[config.mk]
export PLATFORM = sky130hd
export DESIGN_NAME = shift_add_mult_ctrl
export DESIGN_NICKNAME = d
export VERILOG_FILES = /design/src/rtl/mult_pkg.sv /design/src/rtl/mult_add_step.sv /design/src/rtl/shift_add_mult_ctrl.sv
export SDC_FILE = /design/constraint.sdc
export NUM_CORES = 1
export LEC_CHECK = 0
export BUFFER_PORTS_ARGS = -buffer_cell sky130_fd_sc_hd__buf_2
export CAP_MARGIN = 20
export CORE_MARGIN = 2
export CORE_UTILIZATION = 46
export CTS_BUF_LIST = sky130_fd_sc_hd__clkbuf_4
export DETAILED_ROUTE_END_ITERATION = 12
export GPL_TIMING_DRIVEN = 0
export HOLD_SLACK_MARGIN = 0.12
export PLACE_DENSITY_LB_ADDON = 0.15
export SETUP_SLACK_MARGIN = 0.5
export SYNTH_ARGS = -nofsm -noshare
export SYNTH_HDL_FRONTEND = slang
export SYNTH_SLANG_ARGS = --single-unit
export TNS_END_PERCENT = 1
[constraint.sdc]
create_clock -name i_clk -period 2.1 [get_ports i_clk]
set_input_delay 0.42 -clock i_clk [delete_from_list [all_inputs] [get_ports i_clk]]
set_output_delay 0.42 -clock i_clk [all_outputs]
set_load 0.03 [all_outputs]
[src/rtl/mult_pkg.sv]
// Shared definitions for the shift-add multiplier: FSM state codes, default widths
// and the iteration-counter width helper.
package mult_pkg;

    localparam logic [1:0] S_IDLE = 2'd0;
    localparam logic [1:0] S_RUN  = 2'd1;
    localparam logic [1:0] S_DONE = 2'd2;

    localparam int DEF_WIDTH_A = 4;
    localparam int DEF_WIDTH_B = 3;
    localparam int DEF_OUT_W   = 8;

    // Counter must be able to hold the iteration count itself, hence the +1.
    function automatic int cnt_w(input int width_b);
        return $clog2(width_b + 1);
    endfunction

endpackage

[src/rtl/mult_add_step.sv]
// One shift-add iteration's adder: adds the multiplicand to the partial sum when
// the current multiplier bit is set, keeping the carry in the extra MSB.
module mult_add_step
    import mult_pkg::*;
#(
    parameter int WIDTH_A = DEF_WIDTH_A
) (
    input  logic [WIDTH_A-1:0] i_p_hi,
    input  logic [WIDTH_A-1:0] i_ar,
    input  logic               i_p0,
    output logic [WIDTH_A:0]   o_sum
);

    logic [WIDTH_A-1:0] w_addend;

    assign w_addend = i_p0 ? i_ar : '0;
    assign o_sum    = {1'b0, i_p_hi} + {1'b0, w_addend};

endmodule

[src/rtl/shift_add_mult_ctrl.sv]
// Sequential shift-add multiplier controller: IDLE -> RUN (WIDTH_B iterations) -> DONE.
// Define MULT_STEP_EN to add i_step_en, which gates each RUN iteration (e.g. from a 1 Hz tick).
module shift_add_mult_ctrl
    import mult_pkg::*;
#(
    parameter int WIDTH_A = DEF_WIDTH_A,
    parameter int WIDTH_B = DEF_WIDTH_B,
    parameter int OUT_W   = DEF_OUT_W
) (
    input  logic               i_clk,
    input  logic               i_rst_n,
    input  logic               i_start,
    input  logic [WIDTH_A-1:0] i_a,
    input  logic [WIDTH_B-1:0] i_b,
`ifdef MULT_STEP_EN
    input  logic               i_step_en,
`endif
    output logic               o_busy,
    output logic               o_done,
    output logic [OUT_W-1:0]   o_y,
    output logic [1:0]         o_state
);

    localparam int PW    = WIDTH_A + WIDTH_B;
    localparam int CNT_W = cnt_w(WIDTH_B);

    logic [1:0]         r_state;
    logic [PW-1:0]      r_p;
    logic [WIDTH_A-1:0] r_ar;
    logic [CNT_W-1:0]   r_cnt;
    logic [OUT_W-1:0]   r_y;

    logic [WIDTH_A:0]   w_sum;
    logic [PW-1:0]      w_p_next;
    logic               w_step;
    logic               w_last;

    mult_add_step #(
        .WIDTH_A (WIDTH_A)
    ) u_add_step (
        .i_p_hi (r_p[PW-1:WIDTH_B]),
        .i_ar   (r_ar),
        .i_p0   (r_p[0]),
        .o_sum  (w_sum)
    );

    // The consumed multiplier bit falls off the bottom as the sum shifts in on top.
    assign w_p_next = {w_sum, r_p[WIDTH_B-1:1]};
    assign w_last   = (r_cnt == CNT_W'(WIDTH_B - 1));

`ifdef MULT_STEP_EN
    assign w_step = i_step_en;
`else
    assign w_step = 1'b1;
`endif

    always_ff @(posedge i_clk or negedge i_rst_n) begin
        if (!i_rst_n) begin
            r_state <= S_IDLE;
            r_p     <= '0;
            r_ar    <= '0;
            r_cnt   <= '0;
            r_y     <= '0;
        end else begin
            case (r_state)
                S_IDLE: begin
                    if (i_start) begin
                        r_ar    <= i_a;
                        r_p     <= {{WIDTH_A{1'b0}}, i_b};
                        r_cnt   <= '0;
                        r_state <= S_RUN;
                    end
                end
                S_RUN: begin
                    if (w_step) begin
                        r_p   <= w_p_next;
                        r_cnt <= r_cnt + CNT_W'(1);
                        if (w_last) begin
                            r_y     <= OUT_W'(w_p_next);
                            r_state <= S_DONE;
                        end
                    end
                end
                S_DONE: begin
                    r_state <= S_IDLE;
                end
                default: begin
                    r_state <= S_IDLE;
                end
            endcase
        end
    end

    assign o_busy  = (r_state == S_RUN) || (r_state == S_DONE);
    assign o_done  = (r_state == S_DONE);
    assign o_y     = r_y;
    assign o_state = r_state;

endmodule
# Word level (Yosys, flattened, before mapping)
# Cells that the tools add are included.
[totals] input_bits=10 word_cells=27 regBits=22
[classes] n_reduce_logical=7 n_eq_ne=5 n_mux=8 addsub=2
[ops] op="$pmux W7 S2" count=1
[ops] op="$pmux W2 S2" count=2
[ops] op="$reduce_and A2 Y1" count=4
[ops] op="$mux W7" count=1
[ops] op="$mux W2" count=3
[ops] op="$add A4 B4 Y5" count=1
[ops] op="$eq A2 B2 Y1 const B" count=2
[ops] op="$mux W4" count=1
[ops] op="$ne A2 B2 Y1 const B" count=2
[ops] op="$add A2 B1 Y2 const B" count=1
[ops] op="$eq A2 B1 Y1 const B" count=1
[ops] op="$logic_not A2 Y1" count=1
[ops] op="$reduce_bool A2 Y1" count=1
[ops] op="$logic_or A1 B1 Y1" count=1

# Longest topological paths before layout
# Gate-level depths: netlist of the first run.
[logic_depth] depth_word=3 depth_mapped=8 depth_no_buf=8

# Hierarchy
# Synthesis of the first run repeated with hierarchy kept, for this count alone.
[unflattened] cells_unflattened=106 area_unflattened_um2=1157.4
[modules_own_cells] module="shift_add_mult_ctrl" seq_area_each_um2=550.5 area_each_um2=998.5 cells_per_inst=86 n_inst=1
[modules_own_cells] module="mult_add_step" seq_area_each_um2=0.0 area_each_um2=158.9 cells_per_inst=20 n_inst=1

# Least setup slack after synthesis of the first run
# OpenSTA, ideal clock, no wires.
[synth_path] kind="reg2reg" startpoint="reg r_p[0]" endpoint="reg r_p[6]" stages_incl_launch_ff=9 synth_period_minus_slack_ns=1.711 required_time_ns=2.036 setup_ns=0.064 arrival_time_ns=1.647 setup_slack_ns=0.389 path_cell_list="dfrtp_1 > and2_1 > ha_1 > inv_1 > fa_1 > nor2b_4 > o21ai_2 > a311oi_1 > a211o_1"
[synth_via] elab_chain_cells=3
[synth_lines] item="start: declaration" line="shift_add_mult_ctrl.sv:28" source="logic [PW-1:0] r_p;"
[synth_lines] item="start signal: assignment" line="shift_add_mult_ctrl.sv:69" source="r_p <= {{WIDTH_A{1'b0}}, i_b};"
[synth_lines] item="start signal: assignment" line="shift_add_mult_ctrl.sv:76" source="r_p <= w_p_next;"
[synth_lines] item="$mux W4" line="mult_add_step.sv:16" source="assign w_addend = i_p0 ? i_ar : '0;"
[synth_lines] item="$add A4 B4 Y5" line="mult_add_step.sv:17" source="assign o_sum = {1'b0, i_p_hi} + {1'b0, w_addend};"
[synth_lines] item="$pmux W7 S2" line="shift_add_mult_ctrl.sv:65" source="case (r_state)"
# No other way between the ends.
# A chain may end at the register's enable or synchronous reset.

# Worst setup path in the final report of the first run
# Same ends and word-level chain as after synthesis.

==> reports/results.txt, run 1 <==
The share of flip-flops with an asynchronous set or reset after synthesis was 100%. Summing all multi-input logic gate instances after layout gives 623 um2. After detailed routing, the average wire length per cell comes to 13.8 um.

After the last flow step, the layout net total stands at 166. At the end of routability-driven placement, the weighted congestion stood at 0.777. The worst hold slack was 0.328 ns; the time the worst path needs with I/O delays and setup was 1.74 ns.

After routing the design area is 1480 um2. The vertical die dimension is 55.4 um. STA classifies the critical path endpoint as a flip-flop.

The sequential cells in the finished layout cover a total of 551 um2. The tools report the root buffer cell as sky130_fd_sc_hd__clkbuf_4. Setup repair after global routing could not meet its margin everywhere. Wire length of the first global-routing pass: 4.11 mm. Layout overhead on the synthesized area: 21.7%. The clock reaches the later pin of the worst-skew pair after 0.31 ns. The leakage power of the design came out at 0.730 nW.

The count of pins on the block boundary was 22. In this run the cell area of the synthesized design comes to 1220 um2. In the global route stage, met2 resource usage came out at 28.6%. At the end of the flow the core is filled with cells to 59.2%.

The floorplan has 18 rows. H-tree depth: 1. The slowest stage of the critical path is the sky130_fd_sc_hd__dfrtp_1 cell. The tools report the via count of the first global-routing pass as 902. For this run, the leading register cell type out of synthesis is sky130_fd_sc_hd__dfrtp_1. For this configuration, the core starts out at a cell density of 48.6%. The Yosys warning count came out at 0. The die covers 3070 um2. After detailed routing, the number of vias per cell comes to 5.14.

For this design the total switching power over the nets is 1.02 mW. The run gives 136 as the number of nets in the synthesized netlist. The buffers plus inverters on the worst setup path was 1. The share of the cycle needed by the critical path after routing was 82.9%. The tools report the residual overflow from global routing as 0.

The setup skew after layout came out at 0.00143 ns. The detailed router finished its first iteration with 12 violations. The largest single stage delay on the critical path is 0.38 ns. The tools report the total design power as 2.41 mW.

The run finished with clean final reports. After legalization and detailed placement, the total HPWL measured 1.80 mm. The routed design has 2.41 mm of wire. The tools report the worst path required time as 2.36 ns. The final number of setup-violating endpoints was 0.

The first detailed-routing pass ran for 4 iterations. TritonCTS created 3 clock buffers. After clock tree synthesis, the clock-pin slew on the worst setup and hold paths is 0.13 ns. After technology mapping, the gate count stands at 115. The count of flip-flops with a built-in enable after synthesis is 0. For met3 alone, demand over resource in global routing was 4.92%.

The largest net degree at the start of global routing is 23. Initial antenna violation count: 0. Arrival time at the worst endpoint: 2.00 ns. Static timing analysis puts the maximum clock frequency at 0.575 GHz.

The number of distinct standard cells referenced by the synthesized netlist was 31. The clock network accounts for 13.6% of the total power. Dividing the synthesized area by the synthesized cell count gives 10.6 um2. Traced cell by cell, the critical path runs through and2_1 > ha_2 > inv_2 > fa_2 > nor2b_4 > o21ai_2 > a311oi_1 > a211o_1. The internal portion of the total power is 1.38 mW. In this run the most used layer during global routing was met2. The overall via count from detail_route was 894; the number of synthesized register bits was 22. The run gives 952 uV as the largest vdd supply drop.

In this run switching power makes up 42.5% of total power. Input and output buffers added on the ports amount to 19. For the final routed database, the setup TNS stands at 0 ns. The number of filler instances in the final layout came out at 226. The detail route stage leaves a number of antenna-violating nets equal to 0. For this run, the total global-route usage over all layers was measured as 16.9%. The classification of the worst-slack hold path is input port to flip-flop. From left edge to right edge, the die measures 55.4 um. After detailed routing, the number of remaining DRC violations is 0.

Summing the sequential cell areas from Yosys gives 45.3% of the chip area. The post-route netlist has 36.1% of its cells at a drive strength greater than 1. Per report_power, the sequential group accounts for 31.4% of the total. The final max-slew violation count is 0. Along the worst path, the maximum fanout reaches 3. CTS saw 22 sinks. The longest clock path from root to sink contains 2 buffers. In this run the cell area measured after placement is 1350 um2. The critical path in this run is classified as flip-flop to flip-flop. TritonCTS built the clock tree.

STA classifies the critical path startpoint as a flip-flop. Max-cap violations in this run came to 0. The core region is 2500 um2.

For the part of the power in combinational logic, the log shows 55.0%. Kind of cell adding the most delay to the critical path: adder cells. The final-report hold violation count was 0. The number of antenna diodes in the final layout is 0. In the global route stage, met1 resource usage came out at 21.2%.

The total power divided by cell area works out to 1630 nW/um2.
-- final cells by class --
type                       instances  area share, %
inverter                           9           2.28
multi-input combinational         79           42.1
clock buffer                       3           1.52
clock inverter                     1           2.03
sequential                        22           37.2
tap                               30           2.54
buffer                             5           2.70
timing repair buffer              25           9.64
-- power groups by stage --
stage	registers, mW	clock network (mW)	logic, mW
floorplan	0.885	0	0.795
global placement	0.755	0	1.17
detailed placement	0.770	0	1.22
CTS	0.756	0.334	1.31
global route	0.784	0.351	1.45
finish	0.756	0.328	1.32
-- cell usage in the layout, fill, tap and decap left out, types with 2 or more instances in the layout --
master,instances
sky130_fd_sc_hd__nand2_1,15
sky130_fd_sc_hd__inv_1,8
sky130_fd_sc_hd__a21oi_1,6
sky130_fd_sc_hd__clkbuf_4,3
sky130_fd_sc_hd__buf_2,21
sky130_fd_sc_hd__nand2b_1,2
sky130_fd_sc_hd__o21ai_0,7
sky130_fd_sc_hd__buf_4,6
sky130_fd_sc_hd__o22ai_1,4
sky130_fd_sc_hd__mux2_4,2
sky130_fd_sc_hd__dfrtp_1,22
sky130_fd_sc_hd__ha_1,8
sky130_fd_sc_hd__buf_6,2
sky130_fd_sc_hd__and2_1,3
sky130_fd_sc_hd__mux2_2,7
sky130_fd_sc_hd__o21ai_1,3
sky130_fd_sc_hd__a21o_1,2
-- registers in the layout, indices dropped and copies added, names as in the netlist --
signal   flops
o_state      2
r_cnt        2
r_ar         4
r_p          7
o_y          7
-- cell families after synthesis --
kind of cell	count (synthesis)	share of synthesized area (%)
buffers and inverters	14	6.07
xor gates and xnor gates	3	2.16
and+or+nand+nor	26	10.7
AOI/OAI and AO/OA	28	13.8
adders and majority gates	11	11.9
DFF	22	45.3
other	1	0.308
muxes	10	9.77
-- cell usage after synthesis (2+ instances only) --
| cell | count | share of area (%) |
|---|---|---|
| sky130_fd_sc_hd__a21o_1 | 2 | 1.2 |
| sky130_fd_sc_hd__nand2b_1 | 2 | 1.0 |
| sky130_fd_sc_hd__buf_6 | 2 | 1.9 |
| sky130_fd_sc_hd__mux2_2 | 7 | 6.5 |
| sky130_fd_sc_hd__o22ai_1 | 4 | 2.1 |
| sky130_fd_sc_hd__ha_1 | 10 | 10 |
| sky130_fd_sc_hd__nand2_1 | 16 | 4.9 |
| sky130_fd_sc_hd__buf_2 | 2 | 0.82 |
| sky130_fd_sc_hd__dfrtp_1 | 22 | 45 |
| sky130_fd_sc_hd__inv_1 | 9 | 2.8 |
| sky130_fd_sc_hd__o21ai_0 | 9 | 3.7 |
| sky130_fd_sc_hd__a21oi_1 | 7 | 2.9 |
| sky130_fd_sc_hd__mux2_4 | 2 | 2.5 |
| sky130_fd_sc_hd__xor2_1 | 2 | 1.4 |
| sky130_fd_sc_hd__and2_1 | 3 | 1.5 |
-- layer usage --
metal	up-vias	routed length (um)
met5	-	0
li1	447	-
met1	431	1060
met3	2	68
met4	0	19
met2	14	1260
-- through the flow --
step                instances  setup slack, ns
floorplan                 115            0.455
global route              174            0.279
detailed placement        164            0.309
CTS                       173            0.347
finish                    174            0.360
global placement          164            0.333
-- final timing paths --
path / cells past startpoint / endpoint / start / slack, ns
min in group asynchronous: 2 / o_y[3]$_DFFE_PN0P_ / i_rst_n / 0.58
max in group asynchronous: 2 / r_cnt[1]$_DFFE_PN0P_ / i_rst_n / 1.19
worst min-delay path: 2 / r_ar[3]$_DFFE_PN0P_ / i_a[3] / 0.33
worst max-delay path: 8 / r_p[6]$_DFFE_PN0P_ / r_p[0]$_DFFE_PN0P_ / 0.36
worst min register to register: 1 / o_y[6]$_DFFE_PN0P_ / o_y[6]$_DFFE_PN0P_ / 0.49
worst max register to register: 8 / r_p[6]$_DFFE_PN0P_ / r_p[0]$_DFFE_PN0P_ / 0.36
-- timing repair --
| action | CTS | global route |
|---|---|---|
| pin swaps | 5 | 2 |
| hold buffers | 1 | 0 |
| hold endpoints to repair | 22 | 0 |
| resized for setup | 7 | 1 |
| buffers inserted | 4 | 1 |
| endpoints found under the setup margin | 7 | 13 |
No activity file was read; power rests on OpenSTA's default activity.
==> run 2, diff against run 1 <==
--- a/config.mk
+++ b/config.mk
@@ -5,6 +5,7 @@
 export SDC_FILE = /design/constraint.sdc
 export NUM_CORES = 1
 export LEC_CHECK = 0
+export ABC_AREA = 1
 export BUFFER_PORTS_ARGS = -buffer_cell sky130_fd_sc_hd__buf_2
 export CAP_MARGIN = 20
 export CORE_MARGIN = 2
==> constraint.sdc (replaced) <==
create_clock -name i_clk -period 1.42 [get_ports i_clk]
set_input_delay 0.284 -clock i_clk [delete_from_list [all_inputs] [get_ports i_clk]]
set_output_delay 0.284 -clock i_clk [all_outputs]
set_load 0.03 [all_outputs]
==> run 2 against run 1 <==
Against the previous run:
- the flow now finishes with violations (setup timing)
- final cell count is 9.8% higher
- die area decreased by 5.2%
- flip-flop and latch count unchanged
- critical path depth stayed put
- total power up 47%
- synthesized cell count rose by 13%
- area after synthesis decreased by 5.6%
==> reports/results.txt, run 2 <==
After synthesis, the cell types taking the most area are sky130_fd_sc_hd__dfrtp_1 48%, sky130_fd_sc_hd__nand2_1 14%, sky130_fd_sc_hd__ha_1 11%, sky130_fd_sc_hd__inv_1 5.6%, sky130_fd_sc_hd__o21ai_0 3.9%. The run gives 61.8% (+6.8 points) as the part of the power in combinational logic. Initial antenna violation count: 0 (unchanged). The routed wirelength normalized by instance count is 11.8 um (-15%). The worst setup path is launched from a flip-flop. The die outline width came out at 54.0 um (-2.6%). The final net count was 183 (+10%); the count of pins on the block boundary was 22 (unchanged). The share of the synthesized area in the top cell type is 47.9% (+2.7 points). The total inserted antenna cells is 0 (unchanged).

The synthesized area is 1150 um2 (-5.6%), and the switching part of the total is 43.6% (+1.2 points). The number of clock sinks is 22 (unchanged), and the initial standard-cell utilization of the core is 47.7% (-0.99 points). The tree is rooted in a sky130_fd_sc_hd__clkbuf_4. The count of flip-flops with a built-in enable after synthesis works out to 0 (unchanged). TritonCTS built the clock tree. The setup slack after placement is -0.125 ns (-0.434 ns), and the time the worst path needs with I/O delays and setup is 1.45 ns (-0.289 ns). The first-pass iteration count of the detailed router came out at 4 (unchanged).

For the register area, the log shows 553 um2 (+0.45%). The nature of the critical path endpoint is a flip-flop. The number of DRC markers after the initial detailed-route iteration came out at 7 (-5).

The maximum fanout along the worst path works out to 3 (unchanged). The number of buffers between clock root and the deepest sink is 2 (unchanged). The largest vdd supply drop came out at 1620 uV (+71%). The max-cap violation count is 0 (unchanged). The highest-delay cell along the critical path was sky130_fd_sc_hd__dfrtp_1. The tools report the residual overflow from global routing as 0 (unchanged).

The flow ran to the end, but the final reports show violations. The arrival time at the worst endpoint is 1.64 ns (-0.36 ns), and the number of design rule violations left after detail routing is 0 (unchanged). The number of filler instances in the final layout came out at 211 (-6.6%). The area of the die was 2910 um2 (-5.2%); the detailed placer's ending HPWL was 1.50 mm (-17%). The post-detailed-routing wire length was 2.25 mm (-6.4%); the number of distinct standard cells referenced by the synthesized netlist was 20 (-35%). The share of flip-flops with an asynchronous set or reset after synthesis was 100% (unchanged). The number of buffers added by the clock tree synthesis step was 3 (unchanged). The total power divided by cell area was 2260 nW/um2 (+39%). The share of the cycle needed by the critical path after routing works out to 102% (+19 points). The number of cells produced by synthesis is 130 (+13%). Relative contribution of sequential cells to total power: 29.6% (-1.8 points). The count of buffers inserted at the top-level ports is 20 (+1). The leakage power of the design was 0.793 nW (+8.6%). The final number of setup-violating endpoints came out at 4 (+4).

Via count of the first global-routing pass: 881 (-2.3%). The kind of cell adding the most delay to the critical path is adder cells. The commonest cells after synthesis are 43 x sky130_fd_sc_hd__nand2_1, 22 x sky130_fd_sc_hd__dfrtp_1, 17 x sky130_fd_sc_hd__inv_1.

The number of synthesized register bits is 22 (unchanged), and the remaining antenna violation count is 0 (unchanged). The setup skew after layout came out at 0.00639 ns (+0.00495 ns). For the largest net degree at the start of global routing, the log shows 23 (unchanged). The sequential share of the synthesized area was 47.9% (+2.7 points). The checks that failed: setup timing.

The net switching component of the power was 1.54 mW (+51%); the worst path required time was 1.61 ns (-0.75 ns). The final critical-path setup slack is -0.0306 ns (-0.391 ns), and the post-CTS clock slew at the launch and capture registers of the worst setup and hold paths is 0.11 ns (-0.02 ns). The largest stage delay on the critical path is 0.38 ns (about the same). The number of vias per cell after detailed routing came out at 4.62 (-10%). The logs give 18.9% (+2.0 points) for the total track usage and 151 (+11%) for the number of nets in the synthesized netlist.

Internal power: 1.99 mW (+44%). Setup repair after global routing could not meet its margin everywhere. In this run the critical register-to-register path is launched from r_p[0]$_DFFE_PN0P_. The tools report the wire length of the first global-routing pass as 3.91 mm (-4.9%).

Yosys instantiated no cell more often than sky130_fd_sc_hd__nand2_1. In the layout the commonest cells are 40 x sky130_fd_sc_hd__nand2_1, 20 x sky130_fd_sc_hd__dfrtp_1, 12 x sky130_fd_sc_hd__buf_6, 11 x sky130_fd_sc_hd__inv_1, 10 x sky130_fd_sc_hd__buf_2. The total design power is 3.53 mW (+47%). For the area of the core, the log shows 2410 um2 (-3.6%).

The mean post-synth cell area was 8.84 um2 (-16%). The overall via count from detail_route was 883 (-1.2%); the vertical die dimension was 54.0 um (-2.6%). The tools report the number of placement rows as 18 (unchanged).

The type of the worst setup path was flip-flop to flip-flop. The critical path goes through nand2_1 > inv_2 > ha_4 > inv_2 > fa_2 > xnor2_2 > nand2_1 > o21ai_0. Yosys warning count: 0 (unchanged). The fraction of layout cells with a size suffix above 1 was 39.1% (+3.0 points); the buffers plus inverters on the worst setup path was 2 (+1). The final max-slew violation count came out at 0 (unchanged). The share of power burned in the clock network was 8.6% (-5.0 points).

Leaving out fill and tap cells, the most frequent cell in the layout is sky130_fd_sc_hd__nand2_1. The min-delay analysis places its worst path in the category input port to flip-flop. For the clock insertion delay at the later pin of the skew report, the log shows 0.30 ns (about the same). The final-report hold violation count is 0 (unchanged). For this run, the leading register cell type out of synthesis is sky130_fd_sc_hd__dfrtp_1.

For the combined area of the multi-input logic cells, the log shows 623 um2 (unchanged). In this run the most critical hold path is launched from i_a[3]. For the global placer's final weighted congestion, the log shows 0.848 (+9.2%).

The tools report the launch point of the critical path as r_p[0]$_DFFE_PN0P_. From synthesis to final layout, the design area changed by 35.6%. The logs give 0.689 GHz (+20%) for the maximum operating frequency and 1 (unchanged) for the H-tree depth. The cell type with the largest total area after synthesis is sky130_fd_sc_hd__dfrtp_1.
[run 2: cell types whose count changed after synthesis, moves of 3 or more]
cell / previous run / this run
sky130_fd_sc_hd__nand2_1: 16 / 43
sky130_fd_sc_hd__inv_1: 9 / 17
sky130_fd_sc_hd__nand3_1: 1 / 5
sky130_fd_sc_hd__o22ai_1: 4 / 0
sky130_fd_sc_hd__a21oi_1: 7 / 4
sky130_fd_sc_hd__and2_1: 3 / 0
sky130_fd_sc_hd__mux2_2: 7 / 4
sky130_fd_sc_hd__nor2_1: 0 / 3
[run 2: worst paths after layout]
path	depth (start not counted)	end	slack, ns
worst min-delay path	2	r_ar[3]$_DFFE_PN0P_	0.20
min in group asynchronous	2	r_cnt[1]$_DFFE_PN0P_	0.46
worst max-delay path	8	r_p[4]$_DFFE_PN0P_	-0.03
worst min register to register	2	o_y[4]$_DFFE_PN0P_	0.51
worst max register to register	8	r_p[4]$_DFFE_PN0P_	-0.03
max in group asynchronous	2	o_state[1]$_DFFE_PN0P_	0.61
[run 2: logic make-up (layout without fill, tap and decap cells)]
| kind of cell | Yosys count | in the layout | share of synthesized area (%) |
|---|---|---|---|
| flops | 22 | 22 | 47.9 |
| compound gates | 18 | 18 | 9.37 |
| simple gates | 52 | 52 | 17.8 |
| other cells | 1 | 1 | 0.326 |
| mux | 4 | 4 | 3.92 |
| fa+ha+maj | 11 | 11 | 12.6 |
| xor+xnor | 1 | 1 | 0.763 |
| buf+inv | 21 | 52 | 7.30 |
[run 2: layout make-up]
class | count | area share, %
Multi-Input combinational cell | 87 | 40.0
Inverter | 19 | 4.74
Clock buffer | 4 | 1.93
Sequential cell | 22 | 35.5
Timing Repair Buffer | 27 | 14.2
Tap cell | 30 | 2.41
Buffer | 2 | 1.20
[run 2: per-stage QoR]
| step | area, um2 | util, % | cells | TNS (ns) | hold WS (ns) |
|---|---|---|---|---|---|
| after detailed placement | 1300 | 53.8 | 180 | -0.495 | 0.273 |
| after CTS | 1550 | 64.4 | 191 | -0.0613 | 0.192 |
| after global routing | 1560 | 64.6 | 191 | -0.959 | 0.187 |
| final | 1560 | 64.6 | 191 | -0.0704 | 0.203 |
| after global placement | 1300 | 53.8 | 180 | -0.359 | 0.266 |
| after floorplan | 1160 | - | 130 | 0 | -0.0116 |
[run 2: timing repair]
action,4_1_cts,5_1_grt
hold endpoints to repair,22,0
setup endpoints to repair,33,33
pin swaps,10,8
hold buffers,1,0
gates resized for setup,44,4
setup buffers,6,0
[run 2: power groups by stage]
stage / combinational [mW] / sequential (mW) / clock (mW)
final: 2.18 / 1.04 / 0.304
after global routing: 2.43 / 1.08 / 0.343
after CTS: 2.13 / 1.04 / 0.317
after detailed placement: 1.56 / 1.04 / 0
after global placement: 1.53 / 1.02 / 0
after floorplan: 1.03 / 1.22 / 0
[run 2: metal layers]
| metal | track usage (%) | wire length, um | vias up |
|---|---|---|---|
| met4 | 2.50 | 31 | 0 |
| li1 | - | - | 464 |
| met5 | 0 | 0 | - |
| met1 | 22.4 | 1010 | 393 |
| met3 | 5.83 | 100 | 4 |
| met2 | 34.3 | 1120 | 22 |
==> run 3, diff against run 2 <==
--- a/config.mk
+++ b/config.mk
@@ -8,13 +8,15 @@
 export ABC_AREA = 1
 export BUFFER_PORTS_ARGS = -buffer_cell sky130_fd_sc_hd__buf_2
 export CAP_MARGIN = 20
+export CORE_ASPECT_RATIO = 1.1
 export CORE_MARGIN = 2
 export CORE_UTILIZATION = 46
 export CTS_BUF_LIST = sky130_fd_sc_hd__clkbuf_4
 export DETAILED_ROUTE_END_ITERATION = 12
 export GPL_TIMING_DRIVEN = 0
 export HOLD_SLACK_MARGIN = 0.12
-export PLACE_DENSITY_LB_ADDON = 0.15
+export MAX_ROUTING_LAYER = met4
+export PLACE_DENSITY = 0.75
 export SETUP_SLACK_MARGIN = 0.5
 export SYNTH_ARGS = -nofsm -noshare
 export SYNTH_HDL_FRONTEND = slang
==> run 3 against run 2 <==
Against the previous run:
- the run still ends with setup timing left
- via count up 6.0%
- sequential power about the same
- total power up 5.0%
- combinational power rose by 8%
- cell area grew 3.3%
- utilization up 1.7 points
- fmax is 0.49% lower
- final cell count unchanged
- count of clock-buffer cells in the layout shrank 1
- largest cell class unchanged
- highest routed layer unchanged
==> reports/results.txt, run 3 (synthesized netlist as in run 2, its figures left out) <==
The H-tree depth was 1 (unchanged); the remaining antenna violation count was 0 (unchanged). For the total design power, the log shows 3.70 mW (+5.0%). For the leakage power of the design, the log shows 0.812 nW (+2.4%). The area of the core was 2420 um2 (+0.62%). The number of vias per cell after detailed routing was 4.90 (+6.0%); the time the worst path needs with I/O delays and setup was 1.46 ns (+0.00720 ns).

The total inserted antenna cells was 0 (unchanged); the vertical die dimension was 56.4 um (+4.5%). The checks that failed: setup timing. The root buffer cell chosen for the clock tree is sky130_fd_sc_hd__clkbuf_4.

The tools report the nature of the critical path endpoint as an output pin. The run gives 19 (+1) as the number of placement rows. The total power divided by cell area works out to 2300 nW/um2 (+1.6%). The number of clock sinks is 22 (unchanged), and the routed wirelength normalized by instance count is 12.5 um (+6.2%).

Number of buffers between clock root and the deepest sink: 2 (unchanged). TritonCTS built the clock tree. The setup skew after layout was 0.00380 ns (-0.00259 ns). For the residual overflow from global routing, the log shows 0 (unchanged). Type of the worst setup path: flip-flop to output pin.

The tools report the detailed placer's ending HPWL as 1.55 mm (+3.3%). In the layout the commonest cells are 40 x sky130_fd_sc_hd__nand2_1, 20 x sky130_fd_sc_hd__dfrtp_1, 13 x sky130_fd_sc_hd__buf_6, 11 x sky130_fd_sc_hd__inv_1, 9 x sky130_fd_sc_hd__buf_2. The share of the cycle needed by the critical path after routing was 103% (+0.51 points); the post-detailed-routing wire length was 2.39 mm (+6.2%). The area of the die is 2910 um2 (about the same), and the number of DRC markers after the initial detailed-route iteration is 20 (+13).

The logs give 1890 uV (+16%) for the largest vdd supply drop and 0.818 (-3.5%) for the global placer's final weighted congestion. The final net count came out at 182 (-0.55%). The final-report hold violation count was 0 (unchanged). In this run the worst hold path is classified as input port to flip-flop. Overall via count from detail_route: 936 (+6.0%).

The run gives 23 (unchanged) as the largest net degree at the start of global routing. The most common cell after layout, fill and taps aside was sky130_fd_sc_hd__nand2_1. The run gives 0.686 GHz (-0.49%) as the maximum operating frequency. The run finished, with violations left. The logs give 0 (unchanged) for the final max-slew violation count and 22 (unchanged) for the count of pins on the block boundary.

For the clock insertion delay at the later pin of the skew report, the log shows 0.31 ns (about the same). The number of buffers added by the clock tree synthesis step was 3 (unchanged). The final critical-path setup slack is -0.0378 ns (-0.00720 ns).

The tools report the startpoint kind of the worst setup timing path as a flip-flop. The fraction of layout cells with a size suffix above 1 came out at 40.0% (+0.87 points). The worst path required time is 1.14 ns (-0.47 ns).

The tools report the initial antenna violation count as 0 (unchanged). For the wire length of the first global-routing pass, the log shows 4.08 mm (+4.6%). The via count of the first global-routing pass came out at 929 (+5.4%).

The maximum fanout along the worst path was 3 (unchanged); the final number of setup-violating endpoints was 3 (-1). Max-cap violation count: 0 (unchanged). The die outline width is 51.6 um (-4.3%), and the first-pass iteration count of the detailed router is 4 (unchanged).

The initial standard-cell utilization of the core came out at 47.4% (-0.30 points). Number of design rule violations left after detail routing: 0 (unchanged). The tools report the arrival time at the worst endpoint as 1.17 ns (-0.47 ns).

The post-CTS clock slew at the launch and capture registers of the worst setup and hold paths is 0.11 ns (about the same), and the layout overhead on the synthesized area is 40.1%. The count of buffers inserted at the top-level ports was 20 (unchanged). The total negative setup slack came out at -0.0610 ns (+0.00942 ns).

Setup repair after global routing could not meet its margin everywhere. The total track usage was 19.6% (+0.62 points).
run 3: worst paths after layout:
| check | from | endpoint | slack, ns | cells past startpoint |
|---|---|---|---|---|
| min in group asynchronous | i_rst_n | o_y[3]$_DFFE_PN0P_ | 0.41 | 2 |
| max in group asynchronous | i_rst_n | o_state[0]$_DFFE_PN0P_ | 0.76 | 2 |
| worst max register to register | r_p[0]$_DFFE_PN0P_ | r_p[4]$_DFFE_PN0P_ | -0.02 | 8 |
| worst min-delay path | i_a[0] | r_ar[0]$_DFFE_PN0P_ | 0.19 | 2 |
| worst min register to register | o_y[0]$_DFFE_PN0P_ | o_y[0]$_DFFE_PN0P_ | 0.51 | 2 |
| worst max-delay path | o_state[0]$_DFFE_PN0P_ | o_busy | -0.04 | 3 |
run 3: worst max-delay path, cell delays in order (launching register included):
cell and delay, ns:
sky130_fd_sc_hd__dfrtp_2 0.45, sky130_fd_sc_hd__inv_4 0.09, sky130_fd_sc_hd__ha_4 0.20, sky130_fd_sc_hd__buf_6 0.13
run 3: metal layers:
metal  track usage (%)  vias to the layer above  wire, um
met4              7.89                        0        50
met5                 -                        -         0
met2              33.9                       22      1280
li1                  -                      468         -
met3              2.39                        5        86
met1              22.6                      441       971
run 3: through the flow:
step                cell area (um2)  util [%]  worst slack [ns]  std cells  hold slack [ns]
floorplan                      1160         -            0.0251        130          -0.0116
global placement               1300      53.5           -0.0651        181            0.265
detailed placement             1300      53.5           -0.0996        181            0.276
CTS                            1580      65.3           -0.0340        191            0.188
global route                   1610      66.4            -0.114        191            0.191
finish                         1610      66.4           -0.0378        191            0.195
run 3: layout make-up:
class / instances / area [um2]
inverter: 19 / 78.8
tap: 31 / 38.8
multi-input combinational: 87 / 673
timing repair buffer: 26 / 220
sequential: 22 / 553
clock buffer: 3 / 22.5
clock inverter: 1 / 3.75
fill: 206 / 816
buffer: 2 / 18.8
run 3: repair_timing:
item                       4_1_cts  5_1_grt
cloned                           0        0
buffers inserted                 5        0
hold buffers                     1        0
hold endpoints to repair        22        0
setup endpoints to repair       33       35
pin swaps                       16       11
resized for setup               56        7
run 3: where the power goes:
group | total [mW] | internal (mW) | switching, mW
Clock | 0.286 | 0.103 | 0.183
Combinational | 2.36 | 1.05 | 1.31
Sequential | 1.06 | 0.889 | 0.167
Total | 3.70 | 2.05 | 1.66
